### src/rtl/eth_pkg.sv
// Shared definitions for the Ethernet header stripper.
//   ETH_HDR_LEN / ETH_TYPE_OFS / ETH_SRC_OFS : header layout, byte offsets
//   mac_addr_t, ethertype_t                  : header field types
//   strip_state_t                            : stripper FSM states (DROP only
//                                              exists when ETHERTYPE_FILTER_EN
//                                              is defined)
package eth_pkg;
    localparam int ETH_HDR_LEN  = 14;
    localparam int ETH_TYPE_OFS = 12;
    localparam int ETH_SRC_OFS  = 6;

    typedef logic [47:0] mac_addr_t;
    typedef logic [15:0] ethertype_t;

    typedef enum logic [1:0] {
        HDR,
        PAY
`ifdef ETHERTYPE_FILTER_EN
        , DROP
`endif
    } strip_state_t;
endpackage

### src/rtl/axis_skid_buf.sv
// 2-entry registered ready/valid buffer.
//   clk, rst_n          : clock, async active-low reset
//   in_valid_i/ready_o  : upstream handshake, in_data_i payload
//   out_valid_o/ready_i : downstream handshake, out_data_o payload
// The head entry drives the outputs straight from a register, so data is
// stable under backpressure. in_ready_o depends only on the fill count,
// never combinationally on out_ready_i.
module axis_skid_buf #(
    parameter int DATA_W = 9
) (
    input  logic              clk,
    input  logic              rst_n,
    input  logic              in_valid_i,
    output logic              in_ready_o,
    input  logic [DATA_W-1:0] in_data_i,
    output logic              out_valid_o,
    input  logic              out_ready_i,
    output logic [DATA_W-1:0] out_data_o
);
    logic [1:0]        cnt_q, cnt_d;
    logic [DATA_W-1:0] head_q, head_d, tail_q, tail_d;
    logic              push, pop;

    assign in_ready_o  = (cnt_q != 2'd2);
    assign out_valid_o = (cnt_q != 2'd0);
    assign out_data_o  = head_q;
    assign push        = in_valid_i && in_ready_o;
    assign pop         = out_valid_o && out_ready_i;

    always_comb begin
        cnt_d  = cnt_q;
        head_d = head_q;
        tail_d = tail_q;
        case ({push, pop})
            2'b10: begin
                cnt_d = cnt_q + 2'd1;
                if (cnt_q == 2'd0) head_d = in_data_i;
                else               tail_d = in_data_i;
            end
            2'b01: begin
                cnt_d = cnt_q - 2'd1;
                if (cnt_q == 2'd2) head_d = tail_q;
            end
            // push and pop together only happen with one entry held
            2'b11: head_d = in_data_i;
            default: ;
        endcase
    end

    always_ff @(posedge clk or negedge rst_n) begin
        if (!rst_n) begin
            cnt_q  <= 2'd0;
            head_q <= '0;
            tail_q <= '0;
        end else begin
            cnt_q  <= cnt_d;
            head_q <= head_d;
            tail_q <= tail_d;
        end
    end
endmodule

### src/rtl/eth_hdr_strip.sv
// Ethernet header stripper: consumes 8-bit AXI-S frames, removes the 14-byte
// header and forwards the payload with src MAC / EtherType as sideband.
//   clk, rst_n                     : clock, async active-low reset
//   in_tvalid/tready/tdata/tlast   : upstream frame bytes
//   out_tvalid/tready/tdata/tlast  : downstream payload bytes
//   out_ethertype, out_src_mac     : sideband of the frame being output
//   runt_cnt, drop_cnt             : saturating statistics
// Optional macro ETHERTYPE_FILTER_EN: frames whose EtherType differs from
// ALLOWED_ETHERTYPE are discarded and counted in drop_cnt.
module eth_hdr_strip
    import eth_pkg::*;
#(
    parameter int          CNT_W             = 16,
    parameter logic [15:0] ALLOWED_ETHERTYPE = 16'h0800
) (
    input  logic             clk,
    input  logic             rst_n,
    input  logic             in_tvalid,
    output logic             in_tready,
    input  logic [7:0]       in_tdata,
    input  logic             in_tlast,
    output logic             out_tvalid,
    input  logic             out_tready,
    output logic [7:0]       out_tdata,
    output logic             out_tlast,
    output logic [15:0]      out_ethertype,
    output logic [47:0]      out_src_mac,
    output logic [CNT_W-1:0] runt_cnt,
    output logic [CNT_W-1:0] drop_cnt
);
    strip_state_t state_q, state_d;
    logic [3:0]   idx_q, idx_d;
    mac_addr_t    mac_sh_q, out_mac_q, sh_mac_q;
    logic [7:0]   et_hi_q;
    ethertype_t   out_et_q, sh_et_q;
    logic         sb_pend_q;
    logic [1:0]   tl_cnt_q;
    logic [CNT_W-1:0] runt_cnt_q;
    logic         skid_in_valid, skid_in_ready;
    logic [8:0]   skid_out;
    logic         in_acc, hdr_done, runt, push_tl, pop_tl;

    axis_skid_buf #(.DATA_W(9)) u_skid (
        .clk        (clk),
        .rst_n      (rst_n),
        .in_valid_i (skid_in_valid),
        .in_ready_o (skid_in_ready),
        .in_data_i  ({in_tlast, in_tdata}),
        .out_valid_o(out_tvalid),
        .out_ready_i(out_tready),
        .out_data_o (skid_out)
    );

    assign {out_tlast, out_tdata} = skid_out;
    assign out_ethertype = out_et_q;
    assign out_src_mac   = out_mac_q;
    assign runt_cnt      = runt_cnt_q;
    assign in_acc        = in_tvalid && in_tready;
    assign push_tl       = skid_in_valid && skid_in_ready && in_tlast;
    assign pop_tl        = out_tvalid && out_tready && out_tlast;

`ifdef ETHERTYPE_FILTER_EN
    logic             drop_hit;
    logic [CNT_W-1:0] drop_cnt_q;
    assign drop_cnt = drop_cnt_q;
`else
    logic unused_cfg;
    assign unused_cfg = ^ALLOWED_ETHERTYPE;
    assign drop_cnt   = '0;
`endif

    always_comb begin
        state_d       = state_q;
        idx_d         = idx_q;
        in_tready     = 1'b0;
        skid_in_valid = 1'b0;
        hdr_done      = 1'b0;
        runt          = 1'b0;
`ifdef ETHERTYPE_FILTER_EN
        drop_hit      = 1'b0;
`endif
        case (state_q)
            HDR: begin
                // Holding off while a tlast sits at the output head keeps at
                // most one frame's sideband waiting in the shadow register.
                in_tready = !(out_tvalid && out_tlast);
                if (in_acc) begin
                    if (in_tlast) begin
                        runt  = 1'b1;
                        idx_d = 4'd0;
                    end else if (idx_q == 4'(ETH_HDR_LEN - 1)) begin
                        idx_d   = 4'd0;
                        state_d = PAY;
`ifdef ETHERTYPE_FILTER_EN
                        if ({et_hi_q, in_tdata} != ALLOWED_ETHERTYPE) begin
                            state_d  = DROP;
                            drop_hit = 1'b1;
                        end else begin
                            hdr_done = 1'b1;
                        end
`else
                        hdr_done = 1'b1;
`endif
                    end else begin
                        idx_d = idx_q + 4'd1;
                    end
                end
            end
            PAY: begin
                in_tready     = skid_in_ready;
                skid_in_valid = in_tvalid;
                if (in_tvalid && skid_in_ready && in_tlast) state_d = HDR;
            end
`ifdef ETHERTYPE_FILTER_EN
            DROP: begin
                in_tready = 1'b1;
                if (in_tvalid && in_tlast) state_d = HDR;
            end
`endif
            default: state_d = HDR;
        endcase
    end

    always_ff @(posedge clk or negedge rst_n) begin
        if (!rst_n) begin
            state_q    <= HDR;
            idx_q      <= 4'd0;
            mac_sh_q   <= '0;
            et_hi_q    <= 8'd0;
            out_et_q   <= '0;
            out_mac_q  <= '0;
            sh_et_q    <= '0;
            sh_mac_q   <= '0;
            sb_pend_q  <= 1'b0;
            tl_cnt_q   <= 2'd0;
            runt_cnt_q <= '0;
        end else begin
            state_q <= state_d;
            idx_q   <= idx_d;
            if (state_q == HDR && in_acc) begin
                if (idx_q >= 4'(ETH_SRC_OFS) && idx_q < 4'(ETH_TYPE_OFS))
                    mac_sh_q <= {mac_sh_q[39:0], in_tdata};
                if (idx_q == 4'(ETH_TYPE_OFS))
                    et_hi_q <= in_tdata;
            end
            // Number of tlast bytes still inside the output buffer.
            case ({push_tl, pop_tl})
                2'b10:   tl_cnt_q <= tl_cnt_q + 2'd1;
                2'b01:   tl_cnt_q <= tl_cnt_q - 2'd1;
                default: ;
            endcase
            // A header completing while an older frame is still draining parks
            // its sideband until that frame's output tlast handshake.
            if (hdr_done) begin
                if (tl_cnt_q != 2'd0) begin
                    sh_et_q   <= {et_hi_q, in_tdata};
                    sh_mac_q  <= mac_sh_q;
                    sb_pend_q <= 1'b1;
                end else begin
                    out_et_q  <= {et_hi_q, in_tdata};
                    out_mac_q <= mac_sh_q;
                end
            end else if (pop_tl && sb_pend_q) begin
                out_et_q  <= sh_et_q;
                out_mac_q <= sh_mac_q;
                sb_pend_q <= 1'b0;
            end
            if (runt && runt_cnt_q != '1) runt_cnt_q <= runt_cnt_q + 1'b1;
        end
    end

`ifdef ETHERTYPE_FILTER_EN
    always_ff @(posedge clk or negedge rst_n) begin
        if (!rst_n)                            drop_cnt_q <= '0;
        else if (drop_hit && drop_cnt_q != '1) drop_cnt_q <= drop_cnt_q + 1'b1;
    end
`endif
endmodule

### config.mk
export PLATFORM = sky130hd
export DESIGN_NAME = eth_hdr_strip
export DESIGN_NICKNAME = d
export VERILOG_FILES = /design/src/rtl/eth_pkg.sv /design/src/rtl/axis_skid_buf.sv /design/src/rtl/eth_hdr_strip.sv
export SDC_FILE = /design/constraint.sdc
export NUM_CORES = 1
export LEC_CHECK = 0
export BUFFER_PORTS_ARGS = -buffer_cell sky130_fd_sc_hd__buf_4
export CAP_MARGIN = 15
export CORE_ASPECT_RATIO = 0.5
export CORE_MARGIN = 3
export CORE_UTILIZATION = 61
export CTS_CLUSTER_SIZE = 25
export DETAILED_ROUTE_END_ITERATION = 8
export PLACE_DENSITY = 0.83
export SYNTH_ARGS = -nofsm -noshare
export SYNTH_HDL_FRONTEND = slang
export SYNTH_SLANG_ARGS = --single-unit
### constraint.sdc
create_clock -name clk -period 6.4 [get_ports clk]
set_clock_uncertainty 0.1 [all_clocks]
set_input_delay 1.28 -clock clk [delete_from_list [all_inputs] [get_ports clk]]
set_output_delay 1.28 -clock clk [all_outputs]
set_load 0.03 [all_outputs]
==> summary.md <==
| Metric | Value |
|---|---|
| Status | `finished, final reports clean` |
| Drt wl/cell | `18.4 µm` |
| Width of the die | `187 µm` |
| Layout area overhead | `14.9%` |
| Dpl hpwl | `11.7 mm` |
| Final Hold Vio Count | `0` |
| P_sw | `0.00109 W` |
| Minimum clock period | `4.17 ns` |
| Core Area | `15700 µm²` |
| H-Tree Depth | `1` |
| Mapped Area | `9970 µm²` |
| I/O pin count | `120` |
| Clock transition at the registers of the reported paths | `0.07 ns` |
| Initial antenna violation count | `0` |
| Post-synth EDFFs | `0` |
| Clock Sinks | `228` |
| Data required time of the worst path | `6.67 ns` |
| Gr usage total | `21.1%` |
| Achievable frequency | `240 MHz` |
| Die Area | `18000 µm²` |
| Die H | `96.4 µm` |
| Fraction of final layout cells sized beyond drive strength 1 | `54.7%` |
| Vias/cell | `5.64` |
| Final slew viol count | `0` |
| Internal power component | `0.00264 W` |
| Final net count | `789` |
| PwrDens | `326 nW/µm²` |
| Final WL | `18.5 mm` |
| GRT overflow | `0` |
| Gate Count Post-Synth | `672` |
| Antenna Cells | `0` |
| Seq pwr share | `49.4%` |
| Vias in the first global route | `5788` |
| Fin util | `73.0%` |
| Post-synthesis sequential area ratio | `57.2%` |
| RSZ-0062 raised after global routing | `no` |
| #FFs+latches synth | `228` |
| Worst Setup Start Kind | `register` |
| Commonest non-fill, non-tap cell in the layout | `mux2_2` |
| Total CTS buffers | `20` |
| Asr flop ratio synth | `100%` |
| Clk_lat worst skew | `0.50 ns` |
| Worst Path Max Fanout | `66` |
| Max Root-Sink Buffers | `3` |
| Root buffer cell | `clkbuf_16` |
| Worst hold path type | `register to register` |
| Fill cell count | `1054` |
| Critical path class | `register to register` |
| Hold Buf Count CTS | `0` |
| Drc violations | `0` |
| Total number of vias | `5658` |
| Logic pwr share | `18.6%` |
| Sw frac | `29.3%` |
| WHS | `0.398 ns` |
| GR Util met1 | `30.2%` |
| Setup TNS | `0 ns` |
| M2 GR Usage | `34.9%` |
| Leakage power | `5.88 nW` |
| Row count | `32` |
| Least-Margin Pin Slew | `1.08 ns` |
| CTS tree | `yes` |
| Detailed-router iteration count before antenna repair | `4` |
| Worst slew margin | `28.2%` |
| DRT iter0 DRCs | `317` |
| VDD IR-drop max | `0.000212 V` |
| Grt peak-use layer | `met2` |
| YS warnings | `0` |
| Top_reg_cell synth | `dfrtp_1` |
| Post-CTS setup buffers | `0` |
| GPL Wtd Cong | `0.777` |
| Syn Area/Cell | `14.8 µm²` |
| Number of port buffers | `103` |
| Met3 Use GR | `3.46%` |
| Crit path DAT | `4.44 ns` |
| Final setup fails | `0` |
| Tcrit/Tclk final | `65.1%` |
| Post_cts resized | `0` |
| First-pass GRT wire length | `30.6 mm` |
| Most frequent cells in the layout | `281 x mux2_2, 228 x dfrtp_1, 107 x buf_4` |
| Largest net degree at the start of global routing | `123` |
| Initial core utilization | `63.5%` |
| Post-route ant nets | `0` |
| Endpoint class of the critical path | `register` |
| Post-synthesis cell type count | `39` |
| Max-cap violations | `0` |
| Clk network pwr share | `32.0%` |
| Reg-to-reg setup timing slack | `2.23 ns` |
[power groups by stage]
stage	registers, W	clock network, W	logic (W)
after floorplan	0.00187	0	0.000435
after global placement	0.00184	0	0.000671
after detailed placement	0.00186	0	0.000695
after CTS	0.00184	0.00122	0.000703
after global routing	0.00188	0.00128	0.000752
final	0.00184	0.00119	0.000696
[synth_stat cells, types with 2 or more instances]
master	instances	share of area (%)
nor3_1	7	0.35
dfrtp_1	228	57
or2_2	2	0.13
nand4_1	5	0.31
inv_1	3	0.11
buf_4	16	1.2
a32oi_1	2	0.18
mux2_2	281	32
nor4_1	4	0.25
and3b_1	4	0.35
o21ai_0	7	0.35
a21oi_1	3	0.15
nand2_1	20	0.75
buf_2	14	0.70
a31oi_1	3	0.19
nor2_1	11	0.41
and3_1	3	0.19
nor2b_1	2	0.13
clkbuf_1	4	0.15
buf_6	12	1.4
nand3_1	5	0.25
xnor2_1	5	0.44
xor2_1	11	0.97
ha_1	5	0.63
[per-layer routing]
layer	part of all wire, %	vias to the layer above
met5	0	-
met4	1.6	0
met3	4.3	25
met2	47	123
met1	47	2930
li1	-	2580
[path summary, 6_finish.rpt]
path	cells after the start	end	startpoint
setup reg to reg	5	out_src_mac[23]	u_skid.cnt_q[0]
hold / removal	1	runt_cnt[10]	runt_cnt[10]
min in group asynchronous	1	out_src_mac[40]	rst_n
setup / recovery	5	out_src_mac[23]	u_skid.cnt_q[0]
max in group asynchronous	2	mac_sh_q[32]	rst_n
hold reg to reg	1	runt_cnt[10]	runt_cnt[10]
[metrics by stage]
step                cell area [µm²]  worst slack, ns  std cells  total power [W]
finish                        11500             2.23       1004          0.00373
floorplan                     10000             3.36        687          0.00231
CTS                           11500             2.24       1004          0.00376
global placement              10800             1.93        970          0.00251
detailed placement            10800             1.88        970          0.00256
global route                  11500             1.97       1004          0.00390
[critical path, stage by stage (launching register included)]
cell and delay [ns]:
dfrtp_1 0.46, o21ai_1 0.75, nand3_4 1.00, o32ai_4 0.54
buf_4 0.71, mux2_2 0.42
[cell families after synthesis]
group           Yosys count  synth area share [%]
compound gates           20                  1.43
flops                   228                  57.2
buf+inv                  50                  3.56
fa+ha+maj                 5                 0.628
mux                     282                  31.8
simple gates             70                  3.85
other cells               1                0.0376
xor+xnor                 16                  1.41
[sequential cells by signal, indices dropped and copies added, names as in the netlist]
| name | flops |
|---|---|
| et_hi_q | 8 |
| idx_q | 4 |
| mac_sh_q | 48 |
| out_ethertype | 16 |
| out_src_mac | 48 |
| runt_cnt | 16 |
| sb_pend_q | 1 |
| sh_et_q | 16 |
| sh_mac_q | 48 |
| state_q | 1 |
| tl_cnt_q | 2 |
| u_skid.cnt_q | 2 |
| u_skid.out_data_o | 9 |
| u_skid.tail_q | 9 |
[cell type report]
| type | instances | area (µm²) | area share (%) |
|---|---|---|---|
| clock buffer | 29 | 584 | 5.10 |
| clock inverter | 5 | 61.3 | 0.535 |
| inverter | 4 | 15.0 | 0.131 |
| multi-input combinational | 409 | 3990 | 34.8 |
| sequential | 228 | 5710 | 49.8 |
| tap | 221 | 277 | 2.41 |
| timing repair buffer | 108 | 818 | 7.15 |
(Power assumes the default switching activity.)
